<file path="config.mk">
export PLATFORM = sky130hd
export DESIGN_NAME = dcache_refill_ctrl
export DESIGN_NICKNAME = d
export VERILOG_FILES = /design/src/rtl/dcache_refill_ctrl.sv
export SDC_FILE = /design/constraint.sdc
export NUM_CORES = 1
export LEC_CHECK = 0
export ABC_AREA = 1
export CAP_MARGIN = 20
export CORE_MARGIN = 2
export CORE_UTILIZATION = 48
export DETAILED_ROUTE_END_ITERATION = 16
export PLACE_DENSITY = 0.76
export SLEW_MARGIN = 20
export SYNTH_ARGS = -nofsm -noshare
export SYNTH_HDL_FRONTEND = slang
export SYNTH_SLANG_ARGS = --single-unit
</file>
<file path="constraint.sdc">
create_clock -name clock -period 11.8 [get_ports clock]
set_clock_uncertainty 0.15 [all_clocks]
set_input_delay 2.36 -clock clock [delete_from_list [all_inputs] [get_ports clock]]
set_output_delay 2.36 -clock clock [all_outputs]
set_load 0.02 [all_outputs]
</file>
<file path="src/rtl/dcache_refill_ctrl.sv">
// dcache_refill_ctrl
//   Data-cache read-miss refill controller. On a miss it fetches the four
//   32-bit words of the 16-byte line from main memory, one word request at
//   a time. It assembles them into a 128-bit line and then issues a single
//   fill strobe into the cache data/tag/valid arrays.
//
//   Build option: define DCACHE_CRITICAL_WORD_FIRST_EN to begin the fetch at
//   the missing word (miss_addr[3:2]) and wrap around the line. Without it,
//   fetch order is always 0,1,2,3. Line placement is the same in both builds.
//
// Ports
//   clock       in   rising-edge clock
//   reset       in   asynchronous, active-high reset
//   miss_req    in   read miss (level), sampled only in IDLE
//   miss_addr   in   [31:0] byte address of the missing read
//   mem_req     out  word-read request to main memory
//   mem_addr    out  [31:0] word-aligned read address
//   mem_ack     in   mem_rdata valid this cycle
//   mem_rdata   in   [31:0] memory read data
//   fill_we     out  one-cycle cache fill strobe
//   fill_index  out  [INDEX_W-1:0] line index to fill
//   fill_tag    out  [TAG_W-1:0] tag to fill
//   fill_line   out  [127:0] line, word w at bits [32w+31:32w]
//   busy        out  high whenever not IDLE
module dcache_refill_ctrl #(
  parameter int TAG_W   = 24,
  parameter int INDEX_W = 4
) (
  input  logic               clock,
  input  logic               reset,
  input  logic               miss_req,
  input  logic [31:0]        miss_addr,
  output logic               mem_req,
  output logic [31:0]        mem_addr,
  input  logic               mem_ack,
  input  logic [31:0]        mem_rdata,
  output logic               fill_we,
  output logic [INDEX_W-1:0] fill_index,
  output logic [TAG_W-1:0]   fill_tag,
  output logic [127:0]       fill_line,
  output logic               busy
);

  typedef enum logic [1:0] {
    IDLE  = 2'd0,
    FETCH = 2'd1,
    WRITE = 2'd2
  } state_t;

  state_t             state, state_next;
  logic [TAG_W-1:0]   tag_q;
  logic [INDEX_W-1:0] index_q;
  logic [1:0]         word_q;   // line slot of the word currently requested
  logic [1:0]         count_q;  // words accepted so far in this refill
  logic [127:0]       line_q;
  logic [127:0]       line_merged;
  logic [1:0]         start_word;
  logic               start, accept, last;
  logic               unused_addr_bits;

`ifdef DCACHE_CRITICAL_WORD_FIRST_EN
  assign start_word       = miss_addr[3:2];
  assign unused_addr_bits = ^miss_addr[1:0];
`else
  assign start_word       = 2'd0;
  assign unused_addr_bits = ^miss_addr[3:0];
`endif

  always_comb begin
    state_next  = state;
    start       = 1'b0;
    accept      = 1'b0;
    last        = (count_q == 2'd3);
    line_merged = line_q;
    line_merged[{word_q, 5'd0} +: 32] = mem_rdata;
    case (state)
      IDLE:    if (miss_req) begin
                 start      = 1'b1;
                 state_next = FETCH;
               end
      FETCH:   if (mem_ack) begin
                 accept = 1'b1;
                 if (last) state_next = WRITE;
               end
      WRITE:   state_next = IDLE;
      default: state_next = IDLE;
    endcase
  end

  always_ff @(posedge clock or posedge reset) begin
    if (reset) state <= IDLE;
    else       state <= state_next;
  end

  // Outputs are registered, so they are loaded one edge ahead of the state
  // they belong to. The final word is merged straight into fill_line, which
  // puts fill_we in the cycle right after the 4th ack.
  always_ff @(posedge clock or posedge reset) begin
    if (reset) begin
      tag_q      <= '0;
      index_q    <= '0;
      word_q     <= '0;
      count_q    <= '0;
      line_q     <= '0;
      mem_req    <= 1'b0;
      mem_addr   <= '0;
      fill_we    <= 1'b0;
      fill_index <= '0;
      fill_tag   <= '0;
      fill_line  <= '0;
      busy       <= 1'b0;
    end else begin
      fill_we <= 1'b0;
      if (start) begin
        tag_q    <= miss_addr[31 -: TAG_W];
        index_q  <= miss_addr[4 +: INDEX_W];
        word_q   <= start_word;
        count_q  <= '0;
        mem_req  <= 1'b1;
        mem_addr <= {miss_addr[31 -: TAG_W], miss_addr[4 +: INDEX_W], start_word, 2'b00};
        busy     <= 1'b1;
      end
      if (accept) begin
        line_q  <= line_merged;
        word_q  <= word_q + 2'd1;
        count_q <= count_q + 2'd1;
        if (last) begin
          mem_req    <= 1'b0;
          fill_we    <= 1'b1;
          fill_line  <= line_merged;
          fill_tag   <= tag_q;
          fill_index <= index_q;
        end else begin
          mem_addr <= {tag_q, index_q, word_q + 2'd1, 2'b00};
        end
      end
      if (state == WRITE) busy <= 1'b0;
    end
  end

endmodule
</file>
# ---- Word-level counts from Yosys, hierarchy flattened
# Cells that the tools add are included.
dict set report word_totals {
  reg_bits 353
  output_inout_bits 191
  inputBits 68
}
dict set report op_classes {
  shift 2
  addsub 3
  muxes 22
  reduce_logical 5
  n_eq_ne 6
}
# operator count
set op_table {}
lappend op_table {{bitwise mux 128 bit} 1}
lappend op_table {{variable shift 32 x 9 -> 128 bit, first input constant} 1}
lappend op_table {{indexed part select 32 x 9 -> 128 bit} 1}
lappend op_table {{two-way mux 32 bit} 3}
lappend op_table {{two-way mux 2 bit} 6}
lappend op_table {{two-way mux 1 bit} 11}
lappend op_table {{negation 7 -> 9 bit} 1}
lappend op_table {{!= test 2 bit, second input constant} 3}
lappend op_table {{adder 2 x 1 -> 2 bit, second input constant} 2}
lappend op_table {{equality test 2 bit, second input constant} 2}
lappend op_table {{case mux 2 bit (2 select lines)} 1}
lappend op_table {{nonzero test 2 bit} 2}
lappend op_table {{AND reduction 3 bit} 1}
lappend op_table {{equality test 2 x 1 -> 1 bit, second input constant} 1}
lappend op_table {{zero test 2 bit} 1}
lappend op_table {{AND reduction 2 bit} 1}

# ---- Logic depth before layout (Yosys ltp)
dict set report logic_depth {
  ltp_word 5
  ltp_mapped 13
}

# ---- Least setup slack after synthesis
# Ideal clock, no wire load.
dict set report synth_timing {
  path_type {input port to flip-flop}
  startpoint {input port miss_req}
  endpoint {register mem_addr[15]}
  stages 8
  n_path_buf 2
  t_required_ns 11.585
  setup_slack_ns 8.398
  t_arrival_ns 3.187
  path_cell_list {buf_2 -> nand2_1 -> nor2_1 -> buf_2 -> nand2_1 -> nand2_1 -> nand2_1 -> nand2_1}
}
dict set report synth_between {
  elab_chain_len 5
}
# item line_no
set synth_lines {}
lappend synth_lines {{from (decl)} 31} ;# input logic miss_req,
lappend synth_lines {{two-way mux 1 bit (*)} 77} ;# IDLE: if (miss_req) begin
lappend synth_lines {{two-way mux 1 bit (*)} 76} ;# case (state)
lappend synth_lines {{two-way mux 32 bit (*)} 114} ;# if (start) begin
lappend synth_lines {{two-way mux 32 bit} 127} ;# if (last) begin
lappend synth_lines {{two-way mux 32 bit (*)} 123} ;# if (accept) begin
lappend synth_lines {{to (signal assigned)} 120} ;# mem_addr <= {miss_addr[31 -: TAG_W], miss_addr[4 +: INDEX_W], start_word, 2'b00};
lappend synth_lines {{to (signal assigned)} 134} ;# mem_addr <= {tag_q, index_q, word_q + 2'd1, 2'b00};
lappend synth_lines {{to (decl)} 34} ;# output logic [31:0] mem_addr,
# Mark *: on every way between the ends. The rest lies on a longest branch, timed or not.
# A chain may end at the register's enable or synchronous reset.

# ---- Final worst setup path
dict set report layout_timing {
  startpoint {input port mem_ack}
  endpoint {register line_q[47]}
}
dict set report layout_between {
  elab_chain_len 2
}
# item line_no
set layout_lines {}
lappend layout_lines {{from (decl)} 35} ;# input logic mem_ack,
lappend layout_lines {{two-way mux 1 bit} 81} ;# FETCH: if (mem_ack) begin
lappend layout_lines {{two-way mux 1 bit} 76}
lappend layout_lines {{to (signal assigned)} 124} ;# line_q <= line_merged;
lappend layout_lines {{to (decl)} 55} ;# logic [127:0] line_q;
# No other way between the ends.

==> flow_metrics.tcl <==
set metrics [dict create \
    drt_iter0_markers 1378 \
    syn2layout_area_growth_pct 25.6 \
    core_um2 32400 \
    antenna_found_initial 1 \
    io_buffer_count 254 \
    hpwl_um 28000 \
    grt_pass1_vias 13456 \
    max_freq_mhz 201 \
    relSlewSlack_pct 25.2 \
    synth_top_family_by_area "simple AND/OR/NAND/NOR gates" \
    period_minus_slack_ns 4.97 \
    netlist.area_leader.share_pct 56.2 \
    hold_viol_final 0 \
    cts_resized 0 \
    setup_viol 0 \
    timing.final.crit_share_pct 42.1 \
    fin_nets 2328 \
    cap_violations 0 \
    cp.arrival_ns 5.20 \
    drive_gt1_share_pct 4.04 \
    synth_area_um2 15700 \
    drv_slew 0 \
    first_pass_iters 5 \
    synth_fa_ha_area_share_pct 0.478 \
    reg2reg_slack_ns 8.54 \
    min_from "tag_q[21]$_DFFE_PP0P_" \
    worstHoldEndpoint "mem_addr[29]$_DFF_PP0_" \
    r2r-start "word_q[0]$_DFFE_PP0P_" \
    worstPathMaxFanout 66 \
    synthTopCellsByArea "dfrtp_1, nand2_1, nand3_1" \
    die_h_um 185 \
    ant_nets 0 \
    worstSetupEndpointType "flip-flop" \
    start_util_pct 48.5 \
    status "finished clean" \
    clock_latency_ns 0.52 \
    clockRootBuffer "clkbuf_16" \
    min_path_cells 2 \
    grt_usage_pct 26.2 \
    ctsHoldBuffers 0 \
    ys_ff_latch 353 \
    synth-seq-area-share_pct 56.2 \
    ioPinCount 259 \
    placed_cell_area_um2 18400 \
    antenna_cells 0 \
    post_cts_buffers 0 \
    n_fill_cell 2891 \
    htree_num_levels 2 \
    postRouteWirelength_um 44600 \
    core.rowCount 66 \
    startpoint_type "input pin" \
    cts.sink_count 353 \
    p_per_area_nw_per_um2 278 \
    stdcell_area_um2 19700 \
    rsz0062_at_grt "false" \
    synthMuxAreaShare_pct 0 \
    power_mw 5.48 \
    wire_per_inst_um 16.4 \
    vias 13969 \
    grt_pass1_wl_um 71000 \
    synth_compound_area_share_pct 3.00 \
    clock_path_buffers 3 \
    die_area_um2 34200 \
    hold_path.class "flip-flop to flip-flop" \
    place_congestion 0.820 \
    synth_cell_types 19 \
    p_leak_nw 10.9 \
    drc 0 \
    cts.clk_slew.worst_paths_ns 0.06 \
    yosysTopAreaCell "dfrtp_1" \
    synth_nets 2137 \
    synth_xor_xnor_area_share_pct 0 \
    synthSimpleGateAreaFrac_pct 33.7 \
    tightest_slew_ns 1.12 \
    numCtsBuffers 37 \
    synth_cells 2063 \
    viasPerCell 5.13 \
    vdd_drop_max_mv 0.155 \
    yosysWarnings 0 \
    worstRegToRegCells 9 \
    tritoncts "done" \
    worstSetupPathType "input pin to flip-flop" \
    overflow 0 \
    reg2reg_to "line_q[107]$_DFFE_PP0P_" \
    cp.required_ns 12.03 \
    synth_area_per_cell_um2 7.62 \
    finalSetupTns_ns 0 \
    die_width_um 185 \
    grt_max_degree 187 \
]
-- critical path, stage by stage --
cell and delay (ns):
clkdlybuf4s50_1 0.49, nand2_4 0.42, clkinv_2 0.91, buf_4 0.66, nand2_1 0.19, nand2_1 0.07
-- sequential cells by signal, indices dropped and copies added, names as in the netlist --
signal	cells
busy	1
count_q	2
fill_index	4
fill_line	128
fill_tag	24
fill_we	1
index_q	4
line_q	128
mem_addr	32
mem_req	1
state	2
tag_q	24
word_q	2
-- worst max path at each step --
stage,slack [ns],end,from,cells after the start
6_report,6.83,line_q[47]$_DFFE_PP0P_,mem_ack,6
3_3_place_gp,5.98,fill_line[127]$_DFFE_PP0P_,mem_ack,8
3_5_place_dp,5.95,fill_line[127]$_DFFE_PP0P_,mem_ack,8
4_1_cts,6.48,fill_line[127]$_DFFE_PP0P_,mem_ack,8
5_1_grt,6.65,fill_line[127]$_DFFE_PP0P_,mem_ack,8
2_1_floorplan,4.56,busy$_DFFE_PP0P_,reset,1
-- cell usage after synthesis (all sizes together) --
| cell | instances |
|---|---|
| ha | 6 |
| buf | 69 |
| o22ai | 1 |
| dfrtp | 353 |
| nand2 | 1192 |
| o21ai | 93 |
| nand3 | 131 |
| inv | 125 |
| nor2 | 42 |
| clkbuf | 50 |
| clkinv | 1 |
-- metrics by stage --
stage / hold WS [ns] / setup slack (ns) / utilization, % / instances
final: 0.326 / 6.83 / 61.0 / 2721
after global routing: 0.341 / 6.65 / 61.0 / 2721
after CTS: 0.327 / 6.48 / 60.7 / 2718
after detailed placement: 0.313 / 5.95 / 56.9 / 2654
after global placement: 0.302 / 5.98 / 56.8 / 2653
after floorplan: 0.299 / 4.56 / - / 2063
-- where the power goes --
group	switching, mW	internal (mW)	total (mW)
Combinational	1.46	0.878	2.34
Sequential	0.276	1.70	1.97
Clock	0.470	0.699	1.17
-- logic make-up after synthesis --
logic type	after synthesis
buf+inv	245
simple gates	1365
compound gates	94
flops	353
fa+ha+maj	6
-- cells in the final DEF, fill, tap and decap left out, drive strengths merged --
| cell type | Yosys | routed |
|---|---|---|
| ha | 6 | 6 |
| clkinv | 1 | 8 |
| clkinvlp | 0 | 1 |
| nand2 | 1192 | 1192 |
| clkbuf | 50 | 57 |
| o22ai | 1 | 1 |
| nand3 | 131 | 131 |
| dfrtp | 353 | 353 |
| buf | 69 | 17 |
| o21ai | 93 | 93 |
| bufinv | 0 | 1 |
| clkdlybuf4s50 | 0 | 254 |
| nor2 | 42 | 42 |
| inv | 125 | 123 |
-- layer usage --
metal  track usage [%]  routed length (µm)
met1              35.7               18500
met2              42.0               20700
met3              5.01                3810
met4              9.17                1520
met5                 0                   0
-- area by class of cell --
| type | instances | area, µm² | area share [%] |
|---|---|---|---|
| clock buffer | 57 | 1160 | 5.90 |
| clock inverter | 7 | 63.8 | 0.323 |
| inverter | 126 | 480 | 2.43 |
| multi-input combinational | 1465 | 5890 | 29.9 |
| sequential | 353 | 8830 | 44.8 |
| tap | 442 | 553 | 2.80 |
| timing repair buffer | 271 | 2750 | 13.9 |
Note: power is estimated with default switching activity, not from simulation.
